===== src/rtl/rv32i_types_pkg.sv =====
// rtl/rv32i_types_pkg.sv - shared types for the instruction fetch buffer
//
// Purpose: word type, fetch FSM states, buffered fetch entry and PC helpers.
// Ports:   none (package).
package rv32i_types_pkg;

    typedef logic [31:0] word_t;

    typedef enum logic {
        FETCH   = 1'b0,
        DISCARD = 1'b1
    } fetch_state_t;

    typedef struct packed {
        word_t pc;
        word_t instr;
        logic  fault;
    } fetch_entry_t;

    localparam word_t PC_STEP = 32'd4;

    // Fetches are always word aligned; the low two target bits are ignored.
    function automatic word_t align_pc(input word_t addr);
        return addr & ~word_t'(32'h3);
    endfunction

endpackage


===== src/rtl/fetch_buffer_if.sv =====
// rtl/fetch_buffer_if.sv - instruction bus, redirect and decode handshake bundle
//
// Purpose: groups the fetch buffer's bus, redirect and decode signals.
// Modports:
//   master - fetch buffer side: drives imem_ren/imem_addr and dec_* outputs
//   slave  - environment side: drives bus responses, redirect and dec_ready
interface fetch_buffer_if;
    import rv32i_types_pkg::*;

    logic  imem_ren;
    word_t imem_addr;
    logic  imem_busy;
    word_t imem_rdata;
    logic  imem_error;
    logic  redirect;
    word_t redirect_pc;
    logic  dec_ready;
    logic  dec_valid;
    word_t dec_instr;
    word_t dec_pc;
    logic  dec_fault;

    modport master (
        output imem_ren, imem_addr, dec_valid, dec_instr, dec_pc, dec_fault,
        input  imem_busy, imem_rdata, imem_error, redirect, redirect_pc, dec_ready
    );

    modport slave (
        input  imem_ren, imem_addr, dec_valid, dec_instr, dec_pc, dec_fault,
        output imem_busy, imem_rdata, imem_error, redirect, redirect_pc, dec_ready
    );

endinterface


===== src/rtl/fetch_fifo.sv =====
// rtl/fetch_fifo.sv - synchronous FIFO holding fetched instruction entries
//
// Purpose: DEPTH-entry sync FIFO of fetch_entry_t with flush.
// Ports:
//   clk, rst            - clock, synchronous active-high reset
//   push, push_data     - write request and entry
//   pop                 - advance head
//   flush               - drop all entries
//   pop_data            - head entry
//   full, empty, count  - occupancy status
module fetch_fifo
    import rv32i_types_pkg::*;
#(
    parameter int DEPTH = 4
) (
    input  logic                       clk,
    input  logic                       rst,
    input  logic                       push,
    input  fetch_entry_t               push_data,
    input  logic                       pop,
    input  logic                       flush,
    output fetch_entry_t               pop_data,
    output logic                       full,
    output logic                       empty,
    output logic [$clog2(DEPTH):0]     count
);

    localparam int PW = $clog2(DEPTH);

    fetch_entry_t    mem [DEPTH];
    logic [PW-1:0]   wr_ptr;
    logic [PW-1:0]   rd_ptr;
    logic            do_push;
    logic            do_pop;

    assign full     = (count == (PW + 1)'(DEPTH));
    assign empty    = (count == '0);
    assign do_push  = push && !full && !flush;
    assign do_pop   = pop && !empty && !flush;
    assign pop_data = mem[rd_ptr];

    // Pointers are exactly PW bits wide, so they wrap modulo DEPTH naturally.
    always_ff @(posedge clk) begin
        if (rst || flush) begin
            wr_ptr <= '0;
            rd_ptr <= '0;
            count  <= '0;
        end else begin
            if (do_push) begin
                wr_ptr <= wr_ptr + 1'b1;
            end
            if (do_pop) begin
                rd_ptr <= rd_ptr + 1'b1;
            end
            if (do_push && !do_pop) begin
                count <= count + 1'b1;
            end else if (do_pop && !do_push) begin
                count <= count - 1'b1;
            end
        end
    end

    always_ff @(posedge clk) begin
        if (do_push) begin
            mem[wr_ptr] <= push_data;
        end
    end

endmodule


===== src/rtl/fetch_buffer.sv =====
// rtl/fetch_buffer.sv - instruction fetch buffer with redirect handling
//
// Purpose: issues sequential word fetches, buffers results in fetch_fifo and
//          presents them to decode; redirects flush the buffer and discard an
//          in-flight bus transaction.
// Ports:
//   CLK  - clock
//   RST  - synchronous active-high reset
//   bus  - fetch_buffer_if.master (imem_*, redirect*, dec_*)
// Config macro: FETCH_BYPASS_EN - when defined, a completion into an empty
//   buffer is presented to decode in the same cycle.
module fetch_buffer
    import rv32i_types_pkg::*;
#(
    parameter int    DEPTH    = 4,
    parameter word_t RESET_PC = 32'h8000_0000
) (
    input  logic               CLK,
    input  logic               RST,
    fetch_buffer_if.master     bus
);

    fetch_state_t              state;
    fetch_state_t              state_next;
    word_t                     fetch_pc;
    word_t                     fetch_pc_next;
    word_t                     target;
    word_t                     target_next;
    word_t                     new_target;

    logic                      complete;
    logic                      pending;
    logic                      push;
    logic                      pop;
    logic                      bypass;
    logic                      out_valid;
    logic                      full;
    logic                      empty;
    logic [$clog2(DEPTH):0]    count;
    fetch_entry_t              in_entry;
    fetch_entry_t              head;
    fetch_entry_t              out_entry;

    fetch_fifo #(
        .DEPTH (DEPTH)
    ) u_fifo (
        .clk       (CLK),
        .rst       (RST),
        .push      (push),
        .push_data (in_entry),
        .pop       (pop),
        .flush     (bus.redirect),
        .pop_data  (head),
        .full      (full),
        .empty     (empty),
        .count     (count)
    );

    always_ff @(posedge CLK) begin
        if (RST) begin
            state    <= FETCH;
            fetch_pc <= RESET_PC;
            target   <= RESET_PC;
        end else begin
            state    <= state_next;
            fetch_pc <= fetch_pc_next;
            target   <= target_next;
        end
    end

    always_comb begin
        state_next    = state;
        fetch_pc_next = fetch_pc;
        target_next   = target;
        push          = 1'b0;
        bypass        = 1'b0;

        // DISCARD must keep the request up until the old transaction completes.
        bus.imem_ren  = (state == DISCARD) ? 1'b1 : !full;
        bus.imem_addr = fetch_pc;
        complete      = bus.imem_ren && !bus.imem_busy;
        pending       = bus.imem_ren && bus.imem_busy;
        new_target    = align_pc(bus.redirect_pc);
        in_entry      = '{pc: fetch_pc, instr: bus.imem_rdata, fault: bus.imem_error};

        case (state)
            FETCH: begin
                if (bus.redirect) begin
                    // An in-flight request cannot be cancelled on the bus, so
                    // hold its address and remember where to go afterwards.
                    if (pending) begin
                        state_next  = DISCARD;
                        target_next = new_target;
                    end else begin
                        fetch_pc_next = new_target;
                    end
                end else if (complete) begin
                    fetch_pc_next = fetch_pc + PC_STEP;
`ifdef FETCH_BYPASS_EN
                    bypass = empty;
                    push   = !(empty && bus.dec_ready);
`else
                    push   = 1'b1;
`endif
                end
            end
            DISCARD: begin
                if (bus.redirect) begin
                    target_next = new_target;
                end
                if (complete) begin
                    state_next    = FETCH;
                    fetch_pc_next = bus.redirect ? new_target : target;
                end
            end
            default: begin
                state_next = FETCH;
            end
        endcase

        pop       = !empty && bus.dec_ready && !bus.redirect;
        out_valid = !empty || bypass;
        out_entry = empty ? in_entry : head;

        // Outputs read as zero whenever nothing is presented.
        bus.dec_valid = out_valid;
        bus.dec_instr = out_valid ? out_entry.instr : '0;
        bus.dec_pc    = out_valid ? out_entry.pc    : '0;
        bus.dec_fault = out_valid && out_entry.fault;
    end

endmodule


===== src/flat_wrapper.sv =====
// flat-port wrapper written by rule: the top's interface ports become plain ports
module fetch_buffer_flat import rv32i_types_pkg::*;
#(
    parameter int    DEPTH    = 4,
    parameter word_t RESET_PC = 32'h8000_0000
)
  (CLK, RST, bus_imem_ren, bus_imem_addr, bus_dec_valid, bus_dec_instr, bus_dec_pc, bus_dec_fault, bus_imem_busy, bus_imem_rdata, bus_imem_error, bus_redirect, bus_redirect_pc, bus_dec_ready);
  fetch_buffer_if bus_i ();
  input  logic CLK;
  input  logic RST;
  output wire logic [$bits(bus_i.imem_ren)-1:0] bus_imem_ren;
  output wire logic [$bits(bus_i.imem_addr)-1:0] bus_imem_addr;
  output wire logic [$bits(bus_i.dec_valid)-1:0] bus_dec_valid;
  output wire logic [$bits(bus_i.dec_instr)-1:0] bus_dec_instr;
  output wire logic [$bits(bus_i.dec_pc)-1:0] bus_dec_pc;
  output wire logic [$bits(bus_i.dec_fault)-1:0] bus_dec_fault;
  input wire logic [$bits(bus_i.imem_busy)-1:0] bus_imem_busy;
  input wire logic [$bits(bus_i.imem_rdata)-1:0] bus_imem_rdata;
  input wire logic [$bits(bus_i.imem_error)-1:0] bus_imem_error;
  input wire logic [$bits(bus_i.redirect)-1:0] bus_redirect;
  input wire logic [$bits(bus_i.redirect_pc)-1:0] bus_redirect_pc;
  input wire logic [$bits(bus_i.dec_ready)-1:0] bus_dec_ready;
  assign bus_imem_ren = bus_i.imem_ren;
  assign bus_imem_addr = bus_i.imem_addr;
  assign bus_dec_valid = bus_i.dec_valid;
  assign bus_dec_instr = bus_i.dec_instr;
  assign bus_dec_pc = bus_i.dec_pc;
  assign bus_dec_fault = bus_i.dec_fault;
  assign bus_i.imem_busy = bus_imem_busy;
  assign bus_i.imem_rdata = bus_imem_rdata;
  assign bus_i.imem_error = bus_imem_error;
  assign bus_i.redirect = bus_redirect;
  assign bus_i.redirect_pc = bus_redirect_pc;
  assign bus_i.dec_ready = bus_dec_ready;
  fetch_buffer #(.DEPTH(DEPTH), .RESET_PC(RESET_PC)) u_core (.CLK(CLK), .RST(RST), .bus(bus_i));
endmodule

===== config.mk =====
export PLATFORM = sky130hd
export DESIGN_NAME = fetch_buffer_flat
export DESIGN_NICKNAME = d
export VERILOG_FILES = /design/src/rtl/rv32i_types_pkg.sv /design/src/rtl/fetch_buffer_if.sv /design/src/rtl/fetch_fifo.sv /design/src/rtl/fetch_buffer.sv /design/src/flat_wrapper.sv
export SDC_FILE = /design/constraint.sdc
export NUM_CORES = 1
export LEC_CHECK = 0
export BUFFER_PORTS_ARGS = -buffer_cell sky130_fd_sc_hd__buf_2
export CORE_ASPECT_RATIO = 1.75
export CORE_MARGIN = 8
export CORE_UTILIZATION = 31
export CTS_BUF_LIST = sky130_fd_sc_hd__clkbuf_8
export CTS_CLUSTER_SIZE = 30
export DETAILED_ROUTE_END_ITERATION = 10
export PLACE_DENSITY_LB_ADDON = 0.25
export SYNTH_ARGS = -nofsm -noshare
export SYNTH_HDL_FRONTEND = slang
export SYNTH_HIERARCHICAL = 1
export SYNTH_SLANG_ARGS = --single-unit

===== constraint.sdc =====
create_clock -name CLK -period 10.9 [get_ports CLK]
set_input_delay 1.09 -clock CLK [delete_from_list [all_inputs] [get_ports CLK]]
set_output_delay 1.09 -clock CLK [all_outputs]
set_load 0.02 [all_outputs]

==> flow_summary.toml <==
[global_route]
antenna_found_initial = 2
overflow = 0
met3_usage = 0.0260
grt_pass1_vias = 9079
grtUsageMet1 = 0.152
track_usage = 0.136
grt_start_max_net_pins = 76
busiest_layer = "met2"
grt_pass1_wl_um = 55000
use_met2 = 0.249

[timing]
maxSlewHeadroom = 0.308
finalSetupTns_ps = 0
worstMarginPinSlew_ps = 1040
finalHoldViolations = 0
drv_slew = 0
finalClockSkew_ps = 17.1
fmax_mhz = 241
setup_viol = 0
period_needed_ps = 4160
post-route-period-util = 0.381
rsz0062_at_grt = "false"

[setup_path]
worst_r2r_endpoint = "u_core/u_fifo/mem[3][3]$_DFFE_PP_"
crit_path_start_kind = "flip-flop"
worstPathRequired_ps = 9810
critPathArrivalTime_ps = 3070
path_class = "reg2out"
reg2reg_depth = 7
cp_max_fo = 46
cp-end-kind = "primary output"
r2r_start = "u_core/u_fifo/count[0]$_SDFFE_PP0P_"
r2r_slack_ps = 7420

[floorplanning]
start_util = 0.312
die-area_um2 = 52700
core_area_um2 = 45000
num_rows = 103
die_x_um = 177
io_pins = 169
die_h_um = 298

[layout]
finish.instance_area_um2 = 16300
fin_nets = 1221
fillers = 4401
final_util = 0.362
stdcell_count = 1757
multiInputGateArea_um2 = 4310
syn2layout_area_growth_pct = 16.0
layout-drive-gt1-share = 0.285
ff_latch_area_um2 = 9300

[worst_hold_path]
worstHoldPathCells = 2
hp-class = "reg2reg"
hold_end = "u_core/target[7]$_SDFFE_PP0P_"
worstHoldStart = "u_core/target[7]$_SDFFE_PP0P_"

[drt]
postRouteAntennaNets = 0
via_per_inst = 4.93
wl_per_cell_um = 20.6
wl_um = 36300
post-route-drc-count = 0
vias = 8669
drt-pass1-iter-count = 6
drt_iter0_markers = 531

[synth]
synthCells = 974
synth_top_cell_by_area = "edfxtp_1"
synthArstFlopShare = 0
synthDistinctLibCells = 67
yosysWarnings = 6
synth_edf_count = 260
synth.cell_area_um2 = 14000
ys_top_cells_by_area = "edfxtp_1 (56%), dfxtp_1 (11%), mux4_2 (10%)"
synth.avg_cell_area_um2 = 14.4
ys_seq_area_frac = 0.661
synth_top_area_share = 0.556
synth_nets = 1051
yosysMostFrequentCell = "edfxtp_1"
ys_ff_latch = 334
synthFlopType = "edfxtp_1"
netlist_top_cells_count = "edfxtp_1 (260), nand2_1 (118), dfxtp_1 (74), a21oi_1 (70), nor2b_1 (70)"

[clock_network]
clockBufferDepth = 3
cts_tree = "done"
h-tree-depth = 2
cts.sinks = 334
ctsRootBufferMaster = "clkbuf_8"
numCtsBuffers = 51
ctsHoldBuffers = 0
insertion_delay_ps = 580
postCtsSetupBuffers = 0
cts-resized-gates = 0
path_clk_slew_ps = 60

[placed_design]
placedCellCount = 1668
gp_congestion = 0.802
dp_hpwl_um = 22600
port_buffers = 166
post_dp_cell_area_um2 = 15300

[power_and_ir_drop]
ir_drop_mv = 0.0918
p_per_area_nw_per_um2 = 158
p_leak_uw = 0.00559

[status]
run_status = "finished clean"

[flow_run]
cap_violations = 0
==> flip-flops by register name (all words and copies together) (netlist names), named ones only <==
signal	count
u_core/u_fifo/mem	260
u_core/bus.imem_addr	32
u_core/target	32
u_core/u_fifo/count	3
u_core/u_fifo/rd_ptr	2
u_core/u_fifo/wr_ptr	2
u_core/state	1
==> worst max path at each step <==
| stage | from | endpoint | slack [ps] |
|---|---|---|---|
| after floorplan | bus_redirect | u_core/u_fifo/mem[0][0]$_DFFE_PP_ | 6610 |
| after global placement | bus_redirect | u_core/u_fifo/mem[0][25]$_DFFE_PP_ | 6240 |
| after detailed placement | bus_redirect | u_core/u_fifo/mem[0][28]$_DFFE_PP_ | 6200 |
| after CTS | flip-flop | bus_dec_pc[13] | 6510 |
| after global routing | flip-flop | bus_dec_pc[18] | 6420 |
| final | flip-flop | bus_dec_instr[2] | 6740 |
==> cell type report <==
class / instances / area share
well taps: 577 / 0.0443
clock buffers: 53 / 0.0448
clock inverters: 35 / 0.0143
flip-flops and latches: 334 / 0.571
diodes: 1 / 0.000154
multi-input cells: 561 / 0.264
repair buffers: 182 / 0.0584
inverters: 14 / 0.00323
==> worst max-delay path, cell delays in order, from the launching register on <==
cell     delay (ps)
dfxtp_4         630
buf_4           880
mux4_2          590
nor2b_1         160
buf_2           200
==> layout by cell type, fill, tap and decap left out, drive strengths merged, types with 4 or more instances in the layout <==
master  synthesis  layout
mux4           65      65
a221oi          4       4
or4             4       4
o21ai          40      40
nand3          12      12
nand2         118     118
nor3           17      17
buf            33     182
and2            9       9
nor3b           9       9
nor4            7       7
nand3b          6       6
mux2i           7       7
dfxtp          74      74
a311oi          4       4
a31oi           9       9
nor2b          70      70
and4            5       5
xor2            7       7
clkinv          0      12
nand2b          4       4
edfxtp        260     260
ha              6       6
nand4          12      12
inv            14      31
a211oi          7       7
a21oi          70      70
nor2           32      32
clkbuf         32      53
==> per-layer routing <==
metal  up-vias  routed length [um]
li1       4040                   -
met1      4306               13900
met2       258               19300
met3        65                1820
met4         0                1210
met5         -                   0
==> cells by family (layout without fill, tap and decap cells) <==
logic type,after synthesis,in the layout,synth area share
other,0,1,0
buffers and inverters,79,284,0.0339
adders and majority gates,7,7,0.00677
and+or+nand+nor,320,320,0.120
xor gates and xnor gates,8,8,0.00499
muxes,73,73,0.110
DFF,334,334,0.661
AOI/OAI and AO/OA,153,153,0.0635
==> power by group <==
group	total, uW	switching (uW)	leakage [uW]	internal, uW
registers	1420	28.1	0.00299	1400
clock network	1010	485	0.000544	521
logic	153	98.2	0.00205	54.4
==> stage by stage <==
stage / power (uW) / hold WS [ps] / worst slack, ps
after detailed placement: 1610 / 447 / 6200
final: 2580 / 454 / 6740
after global placement: 1600 / 438 / 6240
after floorplan: 1540 / 432 / 6610
after CTS: 2630 / 456 / 6510
after global routing: 2700 / 473 / 6420
(Power assumes the default switching activity.)
